$ cat src/rtl/seeder_pkg.sv
// rtl/seeder_pkg.sv - shared widths, FSM state type and row-mirror helper for board_seeder
package seeder_pkg;

    localparam int GRID_W = 64;
    localparam int ROW_W  = 8;
    localparam int POP_W  = 7;

    typedef enum logic [2:0] {
        IDLE,
        WARM,
        SAMPLE,
        CHECK,
        HOLD
    } seed_state_t;

    // Copies columns 0..3 of every row onto columns 7..4 so the board is
    // left-right symmetric (col 7-c takes col c).
    function automatic logic [GRID_W-1:0] mirror_rows(input logic [GRID_W-1:0] w);
        logic [GRID_W-1:0] m;
        m = w;
        for (int r = 0; r < ROW_W; r++) begin
            for (int c = 0; c < ROW_W / 2; c++) begin
                m[ROW_W*r + (ROW_W-1) - c] = w[ROW_W*r + c];
            end
        end
        return m;
    endfunction

endpackage

$ cat src/rtl/popcount64.sv
// rtl/popcount64.sv - combinational 64-bit population count (adder tree)
//   i_data  [63:0] word to count
//   o_count [6:0]  number of set bits, 0..64
module popcount64
    import seeder_pkg::*;
(
    input  logic [GRID_W-1:0] i_data,
    output logic [POP_W-1:0]  o_count
);

    logic [1:0] w_s1 [32];
    logic [2:0] w_s2 [16];
    logic [3:0] w_s3 [8];
    logic [4:0] w_s4 [4];
    logic [5:0] w_s5 [2];

    // Each level adds neighbouring pairs, widening by one bit per level.
    always_comb begin
        for (int i = 0; i < 32; i++) w_s1[i] = {1'b0, i_data[2*i]} + {1'b0, i_data[2*i+1]};
        for (int i = 0; i < 16; i++) w_s2[i] = {1'b0, w_s1[2*i]} + {1'b0, w_s1[2*i+1]};
        for (int i = 0; i < 8;  i++) w_s3[i] = {1'b0, w_s2[2*i]} + {1'b0, w_s2[2*i+1]};
        for (int i = 0; i < 4;  i++) w_s4[i] = {1'b0, w_s3[2*i]} + {1'b0, w_s3[2*i+1]};
        for (int i = 0; i < 2;  i++) w_s5[i] = {1'b0, w_s4[2*i]} + {1'b0, w_s4[2*i+1]};
        o_count = {1'b0, w_s5[0]} + {1'b0, w_s5[1]};
    end

endmodule

$ cat src/rtl/board_seeder.sv
// rtl/board_seeder.sv - samples the free-running LFSR into a population-filtered 8x8 initial board
//   clk, reset (async, active-high)
//   start       level request; rising edge starts a seeding run (IDLE only)
//   rnd_in      64-bit LFSR word, advances every clk
//   grid_ready  engine accepts the offered board
//   grid_out    board, bit 8r+c = row r, column c
//   grid_valid  grid_out holds an offered board
//   fail        offered board is the last rejected sample (retry limit hit)
//   busy        FSM not idle
//   pop_count   population of grid_out while grid_valid, else 0
// Optional: SEEDER_MIRROR_EN makes every sampled board left-right symmetric.
module board_seeder
    import seeder_pkg::*;
#(
    parameter int WARMUP    = 8,
    parameter int MIN_POP   = 16,
    parameter int MAX_POP   = 48,
    parameter int MAX_TRIES = 15
) (
    input  logic              clk,
    input  logic              reset,
    input  logic              start,
    input  logic [GRID_W-1:0] rnd_in,
    input  logic              grid_ready,
    output logic [GRID_W-1:0] grid_out,
    output logic              grid_valid,
    output logic              fail,
    output logic              busy,
    output logic [POP_W-1:0]  pop_count
);

    localparam logic [7:0]       WARM_INIT  = 8'(WARMUP - 1);
    localparam logic [7:0]       TRIES_LAST = 8'(MAX_TRIES - 1);
    localparam logic [POP_W-1:0] MIN_P      = POP_W'(MIN_POP);
    localparam logic [POP_W-1:0] MAX_P      = POP_W'(MAX_POP);

    seed_state_t       r_state,      w_state_nxt;
    logic              r_start_d;
    logic              r_armed;
    logic [7:0]        r_wcnt,       w_wcnt_nxt;
    logic [7:0]        r_tries,      w_tries_nxt;
    logic [GRID_W-1:0] r_sample,     w_sample_nxt;
    logic [GRID_W-1:0] r_grid_out,   w_grid_out_nxt;
    logic              r_grid_valid, w_grid_valid_nxt;
    logic              r_fail,       w_fail_nxt;
    logic [POP_W-1:0]  r_pop_count,  w_pop_count_nxt;

    logic              w_edge;
    logic [GRID_W-1:0] w_sample_in;
    logic [POP_W-1:0]  w_pc;
    logic              w_in_window;

`ifdef SEEDER_MIRROR_EN
    assign w_sample_in = mirror_rows(rnd_in);
`else
    assign w_sample_in = rnd_in;
`endif

    // r_armed only sets once start has been seen low, so a request already
    // held high across reset is not mistaken for a fresh rising edge.
    assign w_edge      = start & ~r_start_d & r_armed;
    assign w_in_window = (w_pc >= MIN_P) && (w_pc <= MAX_P);

    popcount64 u_popcount (
        .i_data  (r_sample),
        .o_count (w_pc)
    );

    always_ff @(posedge clk or posedge reset) begin
        if (reset) begin
            r_state      <= IDLE;
            r_start_d    <= 1'b0;
            r_armed      <= 1'b0;
            r_wcnt       <= '0;
            r_tries      <= '0;
            r_sample     <= '0;
            r_grid_out   <= '0;
            r_grid_valid <= 1'b0;
            r_fail       <= 1'b0;
            r_pop_count  <= '0;
        end else begin
            r_state      <= w_state_nxt;
            r_start_d    <= start;
            if (!start) r_armed <= 1'b1;
            r_wcnt       <= w_wcnt_nxt;
            r_tries      <= w_tries_nxt;
            r_sample     <= w_sample_nxt;
            r_grid_out   <= w_grid_out_nxt;
            r_grid_valid <= w_grid_valid_nxt;
            r_fail       <= w_fail_nxt;
            r_pop_count  <= w_pop_count_nxt;
        end
    end

    always_comb begin
        w_state_nxt      = r_state;
        w_wcnt_nxt       = r_wcnt;
        w_tries_nxt      = r_tries;
        w_sample_nxt     = r_sample;
        w_grid_out_nxt   = r_grid_out;
        w_grid_valid_nxt = r_grid_valid;
        w_fail_nxt       = r_fail;
        w_pop_count_nxt  = r_pop_count;
        case (r_state)
            IDLE: begin
                if (w_edge) begin
                    w_state_nxt = WARM;
                    w_wcnt_nxt  = WARM_INIT;
                    w_tries_nxt = '0;
                    w_fail_nxt  = 1'b0;
                end
            end
            WARM: begin
                if (r_wcnt == 8'd0) w_state_nxt = SAMPLE;
                else                w_wcnt_nxt  = r_wcnt - 8'd1;
            end
            SAMPLE: begin
                w_sample_nxt = w_sample_in;
                w_state_nxt  = CHECK;
            end
            CHECK: begin
                if (w_in_window || (r_tries == TRIES_LAST)) begin
                    // Out of retries: the last rejected sample is still offered, flagged by fail.
                    w_grid_out_nxt   = r_sample;
                    w_pop_count_nxt  = w_pc;
                    w_grid_valid_nxt = 1'b1;
                    w_fail_nxt       = ~w_in_window;
                    w_state_nxt      = HOLD;
                end else begin
                    w_tries_nxt = r_tries + 8'd1;
                    w_state_nxt = SAMPLE;
                end
            end
            HOLD: begin
                if (r_grid_valid && grid_ready) begin
                    w_grid_valid_nxt = 1'b0;
                    w_pop_count_nxt  = '0;
                    w_state_nxt      = IDLE;
                end
            end
            default: w_state_nxt = IDLE;
        endcase
    end

    assign grid_out   = r_grid_out;
    assign grid_valid = r_grid_valid;
    assign fail       = r_fail;
    assign pop_count  = r_pop_count;
    assign busy       = (r_state != IDLE);

endmodule

$ cat config.mk
export PLATFORM = sky130hd
export DESIGN_NAME = board_seeder
export DESIGN_NICKNAME = d
export VERILOG_FILES = /design/src/rtl/seeder_pkg.sv /design/src/rtl/popcount64.sv /design/src/rtl/board_seeder.sv
export SDC_FILE = /design/constraint.sdc
export NUM_CORES = 1
export LEC_CHECK = 0
export CAP_MARGIN = 20
export CORE_MARGIN = 5
export CORE_UTILIZATION = 54
export CTS_CLUSTER_DIAMETER = 50
export DETAILED_ROUTE_END_ITERATION = 6
export PLACE_DENSITY = 0.81
export SYNTH_ARGS = -nofsm -noshare
export SYNTH_HDL_FRONTEND = slang
export SYNTH_SLANG_ARGS = --single-unit
$ cat constraint.sdc
create_clock -name clk -period 9.7 [get_ports clk]
set_clock_uncertainty 0.15 [all_clocks]
set_input_delay 1.455 -clock clk [delete_from_list [all_inputs] [get_ports clk]]
set_output_delay 1.455 -clock clk [all_outputs]
set_load 0.03 [all_outputs]
=== Word level (Yosys, flattened, before mapping) ===
Cells that the tools add are included.

* Logic and storage cells: 127
* Bits of input ports: 68
* Output and inout bits: 74
* Flip-flop bits (word level): 158

* $add $sub $neg: 65
* $lt $le $gt $ge: 2
* Mux-type cells: 20
* Equality and inequality tests: 11
* Reduce and logical (&&, ||, !) cells: 15
* Bitwise logic cells: 4

{| class="wikitable"
|+ Operators with widths
! cell !! count
|-
| $add A1 B1 Y2 || 32
|-
| $add A2 B2 Y3 || 16
|-
| $add A3 B3 Y4 || 8
|-
| $mux W8 || 4
|-
| $pmux W8 S2 || 2
|-
| $add A4 B4 Y5 || 4
|-
| $pmux W3 S5 || 1
|-
| $reduce_and A3 Y1 || 5
|-
| $mux W7 || 2
|-
| $pmux W7 S2 || 1
|-
| $add A5 B5 Y6 || 2
|-
| $mux W3 || 4
|-
| $ne A2 B2 Y1 const B || 6
|-
| $add A8 B1 Y8 const B || 1
|-
| $eq A8 B4 Y1 const B || 1
|-
| $logic_not A8 Y1 || 1
|-
| $sub A8 B1 Y8 const B || 1
|-
| $add A6 B6 Y7 || 1
|-
| $ge A7 B5 Y1 const B || 1
|-
| $le A7 B6 Y1 const B || 1
|-
| $eq A3 B2 Y1 const B || 2
|-
| $reduce_bool A2 Y1 || 3
|-
| $mux W1 || 4
|-
| $pmux W1 S2 || 2
|-
| other kinds (9) || 12
|}

=== Logic depth before layout (Yosys ltp) ===
Gate-level depths: netlist (run 1).

* Depth in word-level cells: 11
* Gate-level depth with buffers: 24
* Mapped depth without buffers: 22

=== Hierarchy ===
A second synthesis (run 1) with hierarchy kept.

* Cell total of the unflattened synthesis: 605
* Area total of the unflattened synthesis: 8,262.9 sq um

{| class="wikitable"
|+ Modules (own cells, without submodules)
! module !! seq. area each (sq um) !! cells each !! area each (sq um) !! times used
|-
| board_seeder || 3,953.8 || 433 || 6,533.8 || 1
|-
| popcount64 || 0.0 || 172 || 1,729.2 || 1
|}

=== Worst setup path before layout (run 1) ===
OpenSTA, ideal clock, no wires.

* Path kind: register to register
* From: register r_sample[35]
* To: register r_grid_out[10], in the netlist grid_out[10]
* Path buffers: 2
* Period minus slack after synthesis: 7,104 ps
* Setup slack: 2,596 ps
* Stages on the path, launching flop included: 24
* Data required time: 9,425 ps
* Setup time: 125 ps
* Arrival time: 6,828 ps
* Cell sequence: dfrtp_1 inv_1 fa_1 inv_1 fa_1 fa_1 inv_1 fa_1 inv_1 fa_1 fa_1 fa_1 inv_1 fa_1 inv_1 ha_1 a211o_1 and4_4 a2111oi_2 o311ai_2 a22o_2 buf_6 buf_6 mux2_4

* Cells in the longest elaborated chain, start to end: 10
* Elaborated cells between the ends (all ways): 11
* Classes of those cells: 6 x add/sub; 2 x order compare; 3 x reduce/logical

{| class="wikitable"
|+ Ends and longest elaborated chain
! what !! line !! source
|-
| start, declared || board_seeder.sv:42 || <nowiki>logic [GRID_W-1:0] r_sample, w_sample_nxt;</nowiki>
|-
| start signal, assigned || board_seeder.sv:87 || <nowiki>r_sample <= w_sample_nxt;</nowiki>
|-
| $add A1 B1 Y2 (*) || popcount64.sv:19 || <nowiki>for (int i = 0; i < 32; i++) w_s1[i] = {1'b0, i_data[2*i]} + {1'b0, i_data[2*i+1]};</nowiki>
|-
| $add A2 B2 Y3 (*) || popcount64.sv:20 || <nowiki>for (int i = 0; i < 16; i++) w_s2[i] = {1'b0, w_s1[2*i]} + {1'b0, w_s1[2*i+1]};</nowiki>
|-
| $add A3 B3 Y4 (*) || popcount64.sv:21 || <nowiki>for (int i = 0; i < 8; i++) w_s3[i] = {1'b0, w_s2[2*i]} + {1'b0, w_s2[2*i+1]};</nowiki>
|-
| $add A4 B4 Y5 (*) || popcount64.sv:22 || <nowiki>for (int i = 0; i < 4; i++) w_s4[i] = {1'b0, w_s3[2*i]} + {1'b0, w_s3[2*i+1]};</nowiki>
|-
| $add A5 B5 Y6 (*) || popcount64.sv:23 || <nowiki>for (int i = 0; i < 2; i++) w_s5[i] = {1'b0, w_s4[2*i]} + {1'b0, w_s4[2*i+1]};</nowiki>
|-
| $add A6 B6 Y7 (*) || popcount64.sv:24 || <nowiki>o_count = {1'b0, w_s5[0]} + {1'b0, w_s5[1]};</nowiki>
|-
| $ge A7 B5 Y1 or $le A7 B6 Y1 (tied branches) || board_seeder.sv:62 || <nowiki>assign w_in_window = (w_pc >= MIN_P) && (w_pc <= MAX_P);</nowiki>
|-
| $logic_and A1 B1 Y1 (*) || board_seeder.sv:62 ||
|-
| $logic_or A1 B1 Y1 (*) || board_seeder.sv:122 || <nowiki>if (w_in_window || (r_tries == TRIES_LAST)) begin</nowiki>
|-
| $reduce_and A2 Y1 (no source line) (*) || -- ||
|-
| end signal, assigned || board_seeder.sv:88 || <nowiki>r_grid_out <= w_grid_out_nxt;</nowiki>
|-
| end, declared || board_seeder.sv:43 || <nowiki>logic [GRID_W-1:0] r_grid_out, w_grid_out_nxt;</nowiki>
|}

Mark *: on every way between the ends. The rest lies on a longest branch, timed or not.
A chain may end at the register's enable or synchronous reset.

=== Worst setup path after layout (run 1) ===
* From: register r_sample[35]
* To: register r_grid_out[4], in the netlist grid_out[4]

The elaborated chain is that of the path after synthesis.

==> results of run 1 <==
-- worst max path at each step --
stage                  from      endpoint  slack, ns  cells after the start
2_1_floorplan  r_sample[35]  grid_out[10]       2.60                     23
3_3_place_gp   r_sample[35]   grid_out[7]       1.88                     22
3_5_place_dp   r_sample[35]  grid_out[19]       1.71                     22
4_1_cts        r_sample[35]   grid_out[3]       1.72                     22
5_1_grt        r_sample[37]   grid_out[3]       1.35                     22
6_report       r_sample[35]   grid_out[4]       1.70                     22
-- layer usage --
metal | track usage | vias up
met5 | 0 | -
met4 | 0.0658 | 0
met3 | 0.0487 | 20
met2 | 0.336 | 145
met1 | 0.280 | 2592
li1 | - | 2435
-- layout by cell type (no fill, tap or decap), types with 4 or more instances in the layout --
master             n
clkinv_2           5
inv_1            105
clkbuf_16         17
nor2_1            18
o21ai_0           60
fa_1              54
clkdlybuf4s50_1  141
xor2_1             4
xnor2_1            8
nand2_1           73
nand4_1            4
mux2_2            19
mux2_4            63
nor3_1             4
dfrtp_1          158
clkinvlp_4         4
ha_1              19
a21oi_1            8
a2111oi_0          4
nand2b_1           5
-- state kept, by name, indices dropped and copies added (netlist names), 3 cells and up --
register / cells
grid_out: 64
r_state: 3
pop_count: 7
r_wcnt: 8
r_tries: 8
r_sample: 64
-- stage by stage --
stage           util  setup WS, ns
5_1_grt        0.689          1.35
3_5_place_dp   0.647          1.71
3_3_place_gp   0.647          1.88
6_report       0.689          1.70
2_1_floorplan      -          2.60
4_1_cts        0.686          1.72
-- synthesized netlist by cell type (all sizes together), types with 3 or more instances --
library cell	count
dfrtp	158
inv	106
mux2	82
nand2	73
o21ai	60
fa	54
ha	19
nor2	18
buf	11
clkbuf	11
a21oi	8
xnor2	8
a2111oi	5
nand2b	5
and2	4
nand4	4
nor3	4
xor2	4
mux2i	3
nor4	3
-- cell type report --
cell class / count / share of cell area
Sequential cell: 158 / 0.382
Inverter: 106 / 0.0389
Tap cell: 188 / 0.0227
Multi-Input combinational cell: 380 / 0.357
Timing Repair Buffer: 146 / 0.144
Clock inverter: 11 / 0.0111
Clock buffer: 21 / 0.0454
-- kinds of logic (layout without fill, tap and decap cells) --
kind of cell / after synthesis / in the layout
flip-flops: 158 / 158
buffers and inverters: 128 / 284
AND/OR/NAND/NOR: 124 / 124
AO/OA/AOI/OAI: 86 / 86
multiplexers: 85 / 85
adder cells (fa/ha/maj): 73 / 73
XOR/XNOR: 12 / 12
==> metrics, run 1 <==
Yosys top cell by area=dfrtp_1; Syn Area/Cell=12.3 um2; mux cell area share after synthesis=0.145; Final Hold Fails=0; CP delay by family, top=adder cells; PortBufs=141; Netlist cell types=47; Inserted Clock Buffers=17; htree depth=4; Detailed Route WL=17500 um; Setup Buffers After CTS=0; highest routed layer=met4; part of the Yosys area used for sequential elements=0.483; critical register-to-register path startpoint=r_sample[35]; clk buf depth=2; CP most frequent cell=fa_1; GP Congestion=just over 0.8; fill count=1033; CTS root buffer=clkbuf_16; R2R Path End=grid_out[4]; initial antenna violation count=0; r2r worst-path depth=22; Rows=45; register area=0.00395 mm2; setup repair after global routing missed its margin=no; hold crit path type=flip-flop to flip-flop; worst-margin pin slew=0.698 ns; worst setup path class=flip-flop to flip-flop; post-synth top area share=0.483; Synth Warn #=0; post-synth net total=slightly above 800; final max-slew violation count=0; Synth area leaders=dfrtp_1 (48%), fa_1 (13%), mux2_4 (12%); met3 wire length=833 um; Worst Hold Launch=r_armed; CP Launch Type=flip-flop; area of the core region=0.0150 mm2; placed cell count=976; EDFF count, synth=0; Via-to-Cell Ratio=5.14; synthesized area=0.00818 mm2; Buf/Inv on CP=7; Layout Nets=950; vias in the first global route=5714; grt total ovfl=0; TNS Setup=0 ns; post-route ant nets=0; post-DP HPWL=12800 um; Final Instance Count excl. Fillers=1010; fraction of synthesized cell area in xor and xnor cells=0.0128; placed cell areas=0.00972 mm2; CTS tree=yes; largest family of logic cells by synthesized area=adder cells; Via Count=~5200; Ant. Diodes=0; Slowest cell on crit path=fa_1; Peak Freq=roughly 0.13 GHz; Slew HR=0.522; CP max FO=41; all-layer global routing usage=0.208; final period utilization=0.824; largest net degree at the start of global routing=111; IO Count=142; 1st-iter DRT viols=364; min Tclk post-route=8.00 ns; Finish-stage setup viols=0; Sink Count=158; adder-cell share of the synthesized area=0.161; asr flop ratio synth=1.00; R2R setup slack=1.70 ns; starting density of the core=0.544; footprint of the multi-input gates=0.00370 mm2; Crit. End Element=flip-flop; WL per Instance=17.3 um; first-pass GRT wire length=around 29000 um; hold depth=1; wire length on met1=7700 um; clk slew on worst S/H paths=0.06 ns; flop and latch count out of synthesis=between 150 and 200; First-pass DRT Iterations=5; proportion of layout cells with a drive suffix above 1=0.159; status=finished clean; Skew-Pair Late Insertion Delay=between 0.4 and 0.5 ns; CP max stage delay=0.59 ns; Die W=133 um; crit path cell chain=inv_1, fa_1, inv_1, fa_1, fa_1, inv_1, fa_1, inv_1, fa_1, fa_1, fa_1, inv_1, fa_1, inv_1, ha_1, a211o_1, a2111oi_0, a2111oi_2, o311ai_2, a22o_4, buf_4, mux2_4; Synth Area in Simple Gates=0.0696; Area growth, synth to finish=26.7%; maxcap violations=0; fin area=0.0104 mm2; CP arrival=8.14 ns; compound-cell area share of the yosys netlist=0.0615; WHS Endpoint=r_armed; CP required=9.85 ns; DRC=0; die height=~130 um; top_reg_cell synth=dfrtp_1; Syn Inst Count=666; Post-CTS Hold Buffers=0; die footprint=0.0177 mm2; Resize count post-CTS=0; met2 wire len=8680 um; WHS=between 0.3 and 0.4 ns
Power of run 1 is not shown: default switching activity piles up to over one toggle a cycle in this logic, so the estimate is an artifact.
==> run 2: changes to the inputs <==
==> constraint.sdc (replaced) <==
create_clock -name clk -period 7.45 [get_ports clk]
set_clock_uncertainty 0.15 [all_clocks]
set_input_delay 1.1175 -clock clk [delete_from_list [all_inputs] [get_ports clk]]
set_output_delay 1.1175 -clock clk [all_outputs]
set_load 0.03 [all_outputs]
==> metrics, run 2 (synthesis results as in run 1) <==
worst setup path class=flip-flop to flip-flop; Peak Freq=0.138 GHz (+11%); Slowest cell on crit path=fa_1; die height=133 um (unchanged); Buf/Inv on CP=9 (+2); PortBufs=141 (unchanged); grt total ovfl=0 (unchanged); critical register-to-register path startpoint=r_sample[35]; htree depth=4 (unchanged); Skew-Pair Late Insertion Delay=0.43 ns (about the same); first-pass GRT wire length=30500 um (+4.4%); largest net degree at the start of global routing=86 (-23%); clk slew on worst S/H paths=0.06 ns (about the same); fin area=0.0107 mm2 (+3.0%); Via-to-Cell Ratio=5.29 (+2.9%); Detailed Route WL=19200 um (+9.6%); WHS Endpoint=r_armed; CP arrival=7.39 ns (-0.75 ns); post-DP HPWL=13100 um (+2.3%); post-route ant nets=0 (unchanged); min Tclk post-route=7.22 ns (-0.775 ns); WHS=0.322 ns (-0.0163 ns); CP Launch Type=flip-flop; worst-margin pin slew=0.661 ns (-0.0373 ns); hold depth=1 (unchanged); starting density of the core=0.544 (unchanged); Worst Hold Launch=r_armed; Area growth, synth to finish=30.5%; final max-slew violation count=0 (unchanged); Crit. End Element=flip-flop; crit path cell chain=inv_2, fa_1, inv_1, fa_2, fa_1, inv_1, fa_1, inv_1, fa_1, fa_1, fa_1, inv_1, fa_1, inv_1, ha_1, a211o_1, buf_4, a2111oi_4, a2111oi_4, o311ai_4, a22o_4, buf_4, clkbuf_16, mux2_4; proportion of layout cells with a drive suffix above 1=0.180 (+0.0210); 1st-iter DRT viols=336 (-7.7%); hold crit path type=flip-flop to flip-flop; Finish-stage setup viols=0 (unchanged); Layout Nets=965 (+1.6%); clk buf depth=2 (unchanged); final period utilization=0.969 (+0.145); all-layer global routing usage=0.217 (+0.00965); die footprint=0.0177 mm2 (unchanged); Slew HR=0.559 (+0.0369); Via Count=5421 (+4.4%); IO Count=142 (unchanged); CP delay by family, top=adder cells; most frequent cells in the layout=dfrtp_1 (158), clkdlybuf4s50_1 (141), inv_1 (104); Final Hold Fails=0 (unchanged); maxcap violations=0 (unchanged); r2r worst-path depth=24 (+9.1%); status=finished clean; CTS tree=yes; Sink Count=158 (unchanged); WL per Instance=18.7 um (+8.0%); CP required=7.62 ns (-2.23 ns); Ant. Diodes=0 (unchanged); CP max stage delay=0.54 ns (-0.05 ns); initial antenna violation count=0 (unchanged); Die W=133 um (unchanged); GP Congestion=0.891 (+7.7%); CP max FO=11 (-73%); R2R Path End=grid_out[32]; Inserted Clock Buffers=17 (unchanged); vias in the first global route=5991 (+4.8%); area of the core region=0.0150 mm2 (unchanged); Rows=45 (unchanged); R2R setup slack=0.23 ns (-1.48 ns); CTS root buffer=clkbuf_16; DRC=0 (unchanged); Final Core Density=0.710 (+0.0209); most common cell after layout, fill and taps aside=dfrtp_1; CP most frequent cell=fa_1; placed cell areas=0.00975 mm2 (+0.33%); First-pass DRT Iterations=5 (unchanged)
==> run 2: how the worst max path moves through the flow <==
stage / start / endpoint / slack (ns) / cells past startpoint
floorplan: r_sample[35] / grid_out[10] / 0.35 / 23
global placement: r_sample[35] / grid_out[27] / 0.18 / 22
detailed placement: r_sample[35] / grid_out[62] / -0.15 / 22
CTS: r_sample[35] / grid_out[62] / -0.004 / 22
global route: r_sample[35] / grid_out[32] / -0.006 / 24
finish: r_sample[35] / grid_out[32] / 0.23 / 24
==> run 2: routing by layer <==
layer / vias to the layer above / GRT usage / routed length (um)
li1: 2464 / - / -
met1: 2739 / 0.285 / 8010
met2: 179 / 0.360 / 9750
met3: 39 / 0.0517 / 973
met4: 0 / 0.0699 / 435
met5: - / 0 / 0
==> run 2: layout make-up <==
cell class / instances / area (um2)
Clock buffer: 22 / 484
Multi-Input combinational cell: 380 / 3750
Timing Repair Buffer: 161 / 1740
Sequential cell: 158 / 3950
Tap cell: 188 / 235
Clock inverter: 10 / 111
Inverter: 106 / 403
Fill cell: 1008 / 4360
==> run 2: timing repair <==
| action | CTS | global route |
|---|---|---|
| resized for setup | 5 | 14 |
| cloned | 0 | 7 |
| setup endpoints to repair | 65 | 82 |
| hold buffers | 0 | 0 |
| endpoints found under the hold margin | 0 | 0 |
| pin swaps | 1 | 9 |
| setup buffers | 0 | 8 |
==> run 2: stage by stage <==
stage	TNS (ns)	worst slack, ns	cells
2_1_floorplan	0	0.346	666
3_3_place_gp	0	0.179	977
3_5_place_dp	-5.63	-0.149	977
4_1_cts	-0.00388	-0.00388	1009
5_1_grt	-0.00643	-0.00643	1025
6_report	0	0.229	1025
Power of run 2 is left out for the same reason.
==> run 3: changes to the inputs <==
--- a/config.mk
+++ b/config.mk
@@ -11,6 +11,8 @@
 export CTS_CLUSTER_DIAMETER = 50
 export DETAILED_ROUTE_END_ITERATION = 6
 export PLACE_DENSITY = 0.81
+export SKIP_LAST_GASP = 1
+export SLEW_MARGIN = 40
 export SYNTH_ARGS = -nofsm -noshare
 export SYNTH_HDL_FRONTEND = slang
 export SYNTH_SLANG_ARGS = --single-unit
==> metrics, run 3 (synthesis results as in run 1) <==
clk buf depth=2 (unchanged); die footprint=0.0177 mm2 (unchanged); hold depth=1 (unchanged); final period utilization=0.977 (+0.00783); CP Launch Type=flip-flop; Layout Nets=963 (-0.21%); CTS tree=yes; hold crit path type=flip-flop to flip-flop; area of the core region=0.0150 mm2 (unchanged); PortBufs=141 (unchanged); min Tclk post-route=7.28 ns (+0.0583 ns); Final Hold Fails=0 (unchanged); r2r worst-path depth=23 (-4.2%); post-route ant nets=0 (unchanged); CP arrival=7.43 ns (+0.04 ns); First-pass DRT Iterations=5 (unchanged); 1st-iter DRT viols=335 (-0.30%); starting density of the core=0.544 (unchanged); Skew-Pair Late Insertion Delay=0.42 ns (about the same); Peak Freq=0.137 GHz (-0.80%); proportion of layout cells with a drive suffix above 1=0.178 (-0.00274); Crit. End Element=flip-flop; Via Count=5394 (-0.50%); die height=133 um (unchanged); most frequent cells in the layout=dfrtp_1 (158), clkdlybuf4s50_1 (141), inv_1 (103); first-pass GRT wire length=30600 um (+0.34%); Sink Count=158 (unchanged); status=finished clean; Inserted Clock Buffers=17 (unchanged); final max-slew violation count=0 (unchanged); Area growth, synth to finish=30.1%; largest net degree at the start of global routing=86 (unchanged); post-DP HPWL=13200 um (+0.10%); R2R Path End=grid_out[4]; all-layer global routing usage=0.219 (+0.00132); CP required=7.60 ns (-0.02 ns); Worst Hold Launch=r_tries[3]; htree depth=4 (unchanged); most common cell after layout, fill and taps aside=dfrtp_1; Detailed Route WL=19200 um (+0.40%); WHS Endpoint=r_tries[3]; grt total ovfl=0 (unchanged); GP Congestion=0.891 (unchanged); DRC=0 (unchanged); fin area=0.0106 mm2 (-0.35%); Final Instance Count excl. Fillers=1021 (-0.39%); clk slew on worst S/H paths=0.06 ns (about the same); Ant. Diodes=0 (unchanged); Die W=133 um (unchanged); Via-to-Cell Ratio=5.28 (-0.11%); placed cell areas=0.00976 mm2 (about the same); Finish-stage setup viols=0 (unchanged); placed cell count=977 (unchanged); WL per Instance=18.9 um (+0.79%); maxcap violations=0 (unchanged); Slew HR=0.549 (-0.0109); critical register-to-register path startpoint=r_sample[39]; worst-margin pin slew=0.677 ns (+0.0163 ns); Rows=45 (unchanged); initial antenna violation count=0 (unchanged); IO Count=142 (unchanged); Post-CTS Hold Buffers=0 (unchanged); R2R setup slack=0.17 ns (-0.06 ns); CTS root buffer=clkbuf_16; worst setup path class=flip-flop to flip-flop; CP max FO=11 (unchanged); vias in the first global route=6002 (+0.18%)
-- run 3: cell types whose count changed in the layout (fill, tap and decap cells not counted), moves of 2 or more --
cell and delta:
clkinvlp_4 -3, buf_6 -2, clkbuf_16 -2, buf_8 -2, bufinv_16 +2, clkbuf_1 +2, buf_4 +2
-- run 3: worst max-delay path by stage --
stage / from / endpoint / slack (ns) / cells past startpoint
after global placement: r_sample[35] / grid_out[27] / 0.18 / 22
after global routing: r_sample[37] / grid_out[62] / -0.03 / 23
after floorplan: r_sample[35] / grid_out[10] / 0.35 / 23
after detailed placement: r_sample[35] / grid_out[62] / -0.14 / 22
after CTS: r_sample[35] / grid_out[62] / -0.02 / 22
final: r_sample[39] / grid_out[4] / 0.17 / 23
-- run 3: cell type report --
| class | instances | area, um2 |
|---|---|---|
| Fill cell | 1001 | 4390 |
| Sequential cell | 158 | 3950 |
| Multi-Input combinational cell | 380 | 3770 |
| Timing Repair Buffer | 159 | 1670 |
| Clock buffer | 23 | 478 |
| Inverter | 106 | 403 |
| Tap cell | 188 | 235 |
| Clock inverter | 7 | 135 |
-- run 3: critical path: stages (launching register included) --
cell and delay, ns:
dfrtp_1 0.36, inv_2 0.06, fa_1 0.57, inv_2 0.05
fa_2 0.53, inv_1 0.05, fa_1 0.46, fa_1 0.52
fa_1 0.45, fa_1 0.49, fa_1 0.51, fa_1 0.42
inv_1 0.08, ha_1 0.19, inv_1 0.06, fa_1 0.39
nand2b_1 0.21, a21oi_2 0.23, xor2_2 0.24, o311ai_4 0.15
a22o_4 0.32, buf_4 0.16, clkbuf_16 0.17, mux2_4 0.30
-- run 3: timing repair --
item | CTS | global route
pin swaps | 1 | 9
endpoints found under the hold margin | 0 | 0
gates cloned | 0 | 4
gates resized for setup | 4 | 15
setup endpoints to repair | 65 | 82
setup buffers | 0 | 10
-- run 3: per-layer routing --
metal | global-route usage | routed length [um] | vias up
met4 | 0.0606 | 260 | 0
li1 | - | - | 2461
met5 | 0 | 0 | -
met3 | 0.0521 | 911 | 24
met1 | 0.283 | 8020 | 2730
met2 | 0.371 | 10100 | 179
-- run 3: stage by stage --
step	setup slack (ns)	TNS, ns	util	hold slack [ns]
2_1_floorplan	0.346	0	-	0.277
3_3_place_gp	0.179	0	0.649	0.294
3_5_place_dp	-0.136	-4.82	0.649	0.312
4_1_cts	-0.0171	-0.0171	0.691	0.320
5_1_grt	-0.0318	-0.371	0.708	0.344
6_report	0.171	0	0.708	0.318
Power of run 3 is left out for the same reason.
